==> config.mk <==
export PLATFORM = sky130hd
export DESIGN_NAME = telemetry_packetizer
export DESIGN_NICKNAME = d
export VERILOG_FILES = /design/src/rtl/telemetry_pkg.sv /design/src/rtl/telemetry_packetizer.sv
export SDC_FILE = /design/constraint.sdc
export NUM_CORES = 1
export LEC_CHECK = 0
export BUFFER_PORTS_ARGS = -buffer_cell sky130_fd_sc_hd__buf_2
export CORE_ASPECT_RATIO = 0.6
export CORE_MARGIN = 10
export CORE_UTILIZATION = 45
export DETAILED_ROUTE_END_ITERATION = 16
export GPL_ROUTABILITY_DRIVEN = 0
export PLACE_DENSITY = 0.74
export RECOVER_POWER = 50
export SLEW_MARGIN = 5
export SYNTH_ARGS = -nofsm -noshare
export SYNTH_HDL_FRONTEND = slang
export SYNTH_SLANG_ARGS = --single-unit
==> constraint.sdc <==
create_clock -name clk_100MHz -period 2.5 [get_ports clk_100MHz]
set_input_delay 0.125 -clock clk_100MHz [delete_from_list [all_inputs] [get_ports clk_100MHz]]
set_output_delay 0.125 -clock clk_100MHz [all_outputs]
set_load 0.005 [all_outputs]
==> src/rtl/telemetry_pkg.sv <==
// Shared types and constants for the telemetry packetizer: FSM states,
// encoder header bytes, default channel width and the checksum step.
package telemetry_pkg;

  typedef enum logic [1:0] {
    IDLE  = 2'd0,
    HDR   = 2'd1,
    DATA  = 2'd2,
    CKSUM = 2'd3
  } state_t;

  localparam logic [7:0] L_ENC_HDR    = 8'hFD;
  localparam logic [7:0] R_ENC_HDR    = 8'hFE;
  localparam int         DEF_CH_BYTES = 2;

  function automatic logic [7:0] cksum_update(input logic [7:0] acc,
                                              input logic [7:0] b);
    return acc ^ b;
  endfunction

endpackage

==> src/rtl/telemetry_packetizer.sv <==
// Snapshots NUM_CH channel words on a trigger and streams them as headered,
// MSB-first byte frames (optional XOR checksum) over a valid/ready link.
module telemetry_packetizer
  import telemetry_pkg::*;
#(
  parameter int         NUM_CH   = 2,
  parameter int         CH_BYTES = DEF_CH_BYTES,
  parameter int         SRC_W    = 24,
  parameter logic [7:0] HDR_BASE = L_ENC_HDR,
  parameter bit         CKSUM_EN = 1'b1
) (
  input  logic                    clk_100MHz,
  input  logic                    rst_n,
  input  logic                    i_trigger,
  input  logic [NUM_CH*SRC_W-1:0] i_ch_data,
  input  logic [NUM_CH-1:0]       i_ch_mask,
  output logic [7:0]              o_tx_byte,
  output logic                    o_tx_valid,
  input  logic                    i_tx_ready,
  output logic                    o_busy,
  output logic                    o_overrun,
  output logic [7:0]              o_frame_cnt
);

  localparam int CH_W   = (NUM_CH > 1) ? $clog2(NUM_CH) : 1;
  localparam int SNAP_W = NUM_CH * CH_BYTES * 8;

  state_t            state, state_nxt;
  logic [CH_W-1:0]   ch, first_ch, next_ch;
  logic              next_found;
  logic [1:0]        idx;
  logic [SNAP_W-1:0] snap;
  logic [NUM_CH-1:0] mask;
  logic [7:0]        cksum;
  logic              accept, start, last_byte;
  logic              unused_src;

  // Source bits above the transmitted bytes are intentionally dropped.
  assign unused_src = ^i_ch_data;

  assign accept = o_tx_valid & i_tx_ready;
  assign start  = (state == IDLE) && i_trigger && (i_ch_mask != '0);

  // Lowest enabled channel for a new frame, and next enabled one after ch.
  always_comb begin
    first_ch   = '0;
    next_ch    = '0;
    next_found = 1'b0;
    for (int i = NUM_CH - 1; i >= 0; i--) begin
      if (i_ch_mask[i]) first_ch = CH_W'(i);
      if (mask[i] && (i > int'(ch))) begin
        next_ch    = CH_W'(i);
        next_found = 1'b1;
      end
    end
  end

  always_ff @(posedge clk_100MHz or negedge rst_n) begin
    if (!rst_n) state <= IDLE;
    else        state <= state_nxt;
  end

  always_comb begin
    state_nxt  = state;
    o_tx_valid = (state != IDLE);
    o_busy     = (state != IDLE);
    o_tx_byte  = 8'h00;
    last_byte  = 1'b0;
    case (state)
      IDLE: if (start) state_nxt = HDR;
      HDR: begin
        o_tx_byte = HDR_BASE + 8'(ch);
        if (accept) state_nxt = DATA;
      end
      DATA: begin
        o_tx_byte = snap[(int'(ch) * CH_BYTES + int'(idx)) * 8 +: 8];
        if (accept && (idx == 2'd0)) begin
          if (next_found) state_nxt = HDR;
          else if (CKSUM_EN) state_nxt = CKSUM;
          else begin
            state_nxt = IDLE;
            last_byte = 1'b1;
          end
        end
      end
      CKSUM: begin
        o_tx_byte = cksum;
        if (accept) begin
          state_nxt = IDLE;
          last_byte = 1'b1;
        end
      end
      default: state_nxt = IDLE;
    endcase
  end

  // Snapshot is pure data: only written on frame start, never reset.
  always_ff @(posedge clk_100MHz) begin
    if (start) begin
      for (int c = 0; c < NUM_CH; c++)
        snap[c*CH_BYTES*8 +: CH_BYTES*8] <= i_ch_data[c*SRC_W +: CH_BYTES*8];
    end
  end

  always_ff @(posedge clk_100MHz or negedge rst_n) begin
    if (!rst_n) begin
      ch          <= '0;
      idx         <= '0;
      mask        <= '0;
      cksum       <= '0;
      o_overrun   <= 1'b0;
      o_frame_cnt <= '0;
    end else begin
      o_overrun <= i_trigger && (state != IDLE);
      if (start) begin
        ch    <= first_ch;
        mask  <= i_ch_mask;
        cksum <= '0;
      end else if (accept) begin
        cksum <= cksum_update(cksum, o_tx_byte);
        case (state)
          HDR:  idx <= 2'(CH_BYTES - 1);
          DATA: begin
            if (idx != 2'd0)    idx <= idx - 2'd1;
            else if (next_found) ch <= next_ch;
          end
          default: ;
        endcase
        if (last_byte) o_frame_cnt <= o_frame_cnt + 8'd1;
      end
    end
  end

endmodule

== After elaboration in Yosys (flattened, before gate mapping) ==
Index checks and enable logic that the tools add are counted.

* Mux-type cells: 21
* Add/sub/neg operators: 4
* Order comparisons: 1
* Bitwise operators: 3
* Eq/ne operators: 9
* Shifts and indexed selects: 1
* Reduce and logical (&&, ||, !) cells: 18

{| class="wikitable"
|+ Operator list
! kind !! number
|-
| variable part select 32 x 7 -> 8 bit || 1
|-
| one-hot mux 8 bit (3 select lines) || 1
|-
| two-way mux 8 bit || 2
|-
| nonzero test 2 bit || 7
|-
| two-way mux 2 bit || 6
|-
| inequality test 2 bit, second input constant || 6
|-
| AND reduction 4 bit || 3
|-
| two-way mux 1 bit || 10
|-
| adder 8 x 1 -> 8 bit, second input constant || 1
|-
| one-hot mux 2 bit (4 select lines) || 1
|-
| bitwise XOR 8 bit || 1
|-
| logical AND 1 bit || 5
|-
| adder 3 x 2 -> 4 bit, first input constant || 1
|-
| equality test 2 bit, second input constant || 2
|-
| zero test 2 bit || 2
|-
| one-hot mux 2 bit (2 select lines) || 1
|-
| adder 2 x 2 -> 3 bit || 1
|-
| AND reduction 3 bit || 1
|-
| equality test 2 x 1 -> 1 bit, second input constant || 1
|-
| subtractor 2 x 1 -> 2 bit, second input constant || 1
|-
| AND 1 bit || 1
|-
| > comparator 1 bit, first input constant || 1
|-
| inverter 1 bit || 1
|}

* Word-level logic and storage cells: 65
* Register bits: 56

== Depth between registers and ports, before layout ==
* Word-level depth: 8
* Mapped depth: 7

== Least setup slack after synthesis ==
No wires, ideal clock.

* Path kind: register -> register
* From: reg state[1]
* To: reg snap[0], enable pin
* Data required time: 2113 ps
* Slack: 352 ps
* Period minus slack after synthesis: 2148 ps
* Stages on the path, launching flop included: 5
* Buffers on the path: 1
* Arrival time: 1761 ps
* Path through: dfrtp_1 buf_2 nor3b_1 o21ai_1 inv_1

* Cells in the longest elaborated chain, start to end: 3

{| class="wikitable"
|+ RTL lines
! what !! RTL line !! source
|-
| start, declared || telemetry_packetizer.sv:28 || <nowiki>state_t state, state_nxt;</nowiki>
|-
| start signal, assigned || telemetry_packetizer.sv:60 || <nowiki>else state <= state_nxt;</nowiki>
|-
| zero test 2 bit || telemetry_packetizer.sv:42 || <nowiki>assign start = (state == IDLE) && i_trigger && (i_ch_mask != '0);</nowiki>
|-
| logical AND 1 bit (2 in series) || telemetry_packetizer.sv:42 ||
|-
| via start || telemetry_packetizer.sv:35 || <nowiki>logic accept, start, last_byte;</nowiki>
|-
| end signal, assigned by index || telemetry_packetizer.sv:101 || <nowiki>snap[c*CH_BYTES*8 +: CH_BYTES*8] <= i_ch_data[c*SRC_W +: CH_BYTES*8];</nowiki>
|-
| end, declared || telemetry_packetizer.sv:32 || <nowiki>logic [SNAP_W-1:0] snap;</nowiki>
|}

The timed path passes the listed nets, and every way through them passes these cells.
A chain may end at the register's enable or synchronous reset.

== Worst setup path after layout ==
* From: reg ch
* To: out o_tx_byte[3]

* Cells in the longest elaborated chain, start to end: 3

{| class="wikitable"
|+ RTL lines
! what !! RTL line !! source
|-
| start, declared || telemetry_packetizer.sv:29 || <nowiki>logic [CH_W-1:0] ch, first_ch, next_ch;</nowiki>
|-
| start signal, assigned || telemetry_packetizer.sv:116 || <nowiki>ch <= first_ch;</nowiki>
|-
| start signal, assigned || telemetry_packetizer.sv:125 || <nowiki>else if (next_found) ch <= next_ch;</nowiki>
|-
| adder 2 x 2 -> 3 bit || telemetry_packetizer.sv:76 || <nowiki>o_tx_byte = snap[(int'(ch) * CH_BYTES + int'(idx)) * 8 +: 8];</nowiki>
|-
| variable part select 32 x 7 -> 8 bit || telemetry_packetizer.sv:76 ||
|-
| one-hot mux 8 bit (3 select lines) (*) || telemetry_packetizer.sv:69 || <nowiki>case (state)</nowiki>
|-
| end, declared || telemetry_packetizer.sv:17 || <nowiki>output logic [7:0] o_tx_byte,</nowiki>
|}

Mark *: on every way between the ends. The rest lies on a longest branch, timed or not.

==> summary.txt <==
Core Area - 5570 um^2
number of fill cells in the layout - 455
largest net degree at the start of global routing - 33
Die Y - 78.6 um
final-stage net count - 348
CTS H-tree lvls - 2
DIE AREA - 9250 um^2
setup_tns - 0 ns
dominant synthesized flop cell - edfxtp_1
fin cells - 372
crit end category - output pin
worst hold path type - in -> reg
number of global-route vias before repair - 2,019
DP Worst Slack - 0.571 ns
initial antenna violation count - 0
# DRC - 0
CTS Hold Bufs - 33
most common cell after layout, fill and taps aside - buf_2
Finished Core Util - 60.5%
combinational family with the most area after synthesis - compound AO/OA/AOI/OAI gates
CTS clk-pin slew, worst paths - 0.09 ns
Synth Area in Compound Gates - 13.8%
RSZ-0062 raised after global routing - false
Post-CTS Setup Inserts - 0
Pre-Repair DR Iteration Count - 4
placement-stage cell area - 2940 um^2
Mapped Cells - 200
share of layout cells above drive strength 1 - 25.7%
total number of vias - 1,888
Post-synth EDFFs - 32
Initial Utilization - 46.2%
FF+latch count, synth - 55
Root Buffer - clkbuf_8
max-cap viol count - 0
Mapped Area - 2570 um^2
ant diodes - 0
Final Max Tran Viols - 0
CTS Buf Count - 5
f_max - 0.448 GHz
Mapped Nets - 257
Yosys cell types - 43
# setup viols final - 0
Layout Skew - 0.00666 ns
post-CTS sizing - 0
Synth Area in XOR/XNOR - 2.38%
Syn Area/Cell - 12.9 um^2
Avg WL per Cell - 15.7 um
Area Overhead vs Synth - 30.9%
first-pass GRT wire length - 10.0 mm
Static Leak - 1.42 nW
DR vias/cell - 5.08
drt initial violations - 118
Post-synth ARST share - 41.8%
crit path DAT - 2.11 ns
final wirelength - 5.86 mm
die width - 118 um
I/O pin count - 73
post-synthesis mux area share - 7.14%
CP startpoint kind - register
final antenna-violating net count - 0
CTS tree - built
fin crit period - 2.23 ns
PortBufs - 56
relative slew slack - 14.6%
post-synthesis sequential area ratio - 59.7%
clk sink count - 55
all-layer global routing usage - 13.1%
Skew-Pair Late Insertion Delay - 0.31 ns
pin slew with the least headroom to its limit - 1.28 ns
placed cell count - 331
highest-count cells in the layout ignoring fill and taps - 51 x buf_2, 33 x dlygate4sd3_1, 32 x edfxtp_1
Rows - 21
PwrDens - 1090 nW/um^2
Final HPWL DP - 3.91 mm
Crit Path Max Fanout - 16
design area - 3370 um^2
adder-cell share of the synthesized area - 1.46%
GRT Residual Overflow - 0
Simple-Gate Fraction of Synth Area - 12.0%
synth warn - 0
period utilization - 89.2%
Worst Path Class, Setup - reg -> out
data required time at the worst endpoint - 2.38 ns
final hold violations - 0
status - completed
Peak VDD IR - 0.000388 V
clock buffer depth - 2
fin worst setup slack - 0.270 ns
logic make-up after synthesis:
| family | after synthesis |
|---|---|
| buf+inv | 17 |
| flops | 55 |
| compound gates | 42 |
| simple gates | 58 |
| fa+ha+maj | 3 |
| xor+xnor | 7 |
| mux | 18 |
synth_stat cells, types with 3 or more instances:
library cell / instances / area share, %
mux2i_1: 15 / 5.8
xnor2_1: 6 / 2.0
o22ai_2: 5 / 2.4
nand4_1: 4 / 0.97
inv_1: 5 / 0.73
dfrtp_1: 23 / 22
a21o_1: 7 / 2.0
ha_1: 3 / 1.5
nand3_1: 10 / 1.9
nand2b_1: 6 / 1.5
buf_2: 7 / 1.4
nor2b_1: 3 / 0.73
a21oi_1: 8 / 1.6
edfxtp_1: 32 / 37
mux2_2: 3 / 1.3
o2111a_1: 6 / 2.6
nand2_1: 12 / 1.7
nor2_1: 12 / 1.7
routing by layer:
| metal | global-route usage (%) | part of all wire (%) | vias to the layer above |
|---|---|---|---|
| met4 | 2.21 | 0.53 | 0 |
| met2 | 22.1 | 46 | 44 |
| met1 | 16.4 | 47 | 911 |
| li1 | - | - | 928 |
| met5 | 0 | 0 | - |
| met3 | 4.43 | 5.5 | 5 |
worst paths after layout:
path / from / end / slack (ns) / depth (start not counted)
setup / recovery: ch$_DFFE_PN0P_ / o_tx_byte[3] / 0.27 / 6
hold / removal: i_trigger / o_overrun$_DFF_PN0_ / 0.06 / 2
setup reg to reg: ch$_DFFE_PN0P_ / cksum[1]$_DFFE_PN0N_ / 0.56 / 6
hold reg to reg: o_frame_cnt[7]$_DFFE_PN0P_ / o_frame_cnt[7]$_DFFE_PN0P_ / 0.48 / 1
max in group asynchronous: rst_n / cksum[7]$_DFFE_PN0N_ / 1.13 / 2
min in group asynchronous: rst_n / cksum[2]$_DFFE_PN0N_ / 0.61 / 2
sequential cells by signal, summed over array words and instances, names as in the netlist:
name / flops
ch: 1
cksum: 8
idx: 2
mask: 1
o_frame_cnt: 8
o_overrun: 1
snap: 32
state: 2
stage by stage:
stage                     power, mW  hold slack (ns)
after floorplan                2.58           -0.171
after global placement         3.00            0.141
after detailed placement       3.05            0.135
after CTS                      3.68           0.0489
after global routing           3.93           0.0753
final                          3.66           0.0599
layout make-up:
class	count	area, um^2	area share, %
multi-input combinational	128	947	28.1
clock buffer	6	72.6	2.15
timing repair buffer	96	657	19.5
sequential	55	1540	45.6
tap	80	100	2.97
clock inverter	2	37.5	1.11
inverter	5	18.8	0.557
worst max-delay path, stage by stage, from the launching register on:
cell,delay [ns]
dfrtp_1,0.45
ha_1,0.30
buf_4,0.28
mux2i_1,0.34
o22ai_4,0.13
a21o_1,0.17
buf_2,0.12
where the power goes:
part | internal, mW | leakage, nW | switching, mW
registers | 1.19 | 0.582 | 0.206
clock network | 0.299 | 0.0514 | 0.294
logic | 0.819 | 0.790 | 0.846
total | 2.31 | 1.42 | 1.35
No activity file was read; power rests on OpenSTA's default activity.
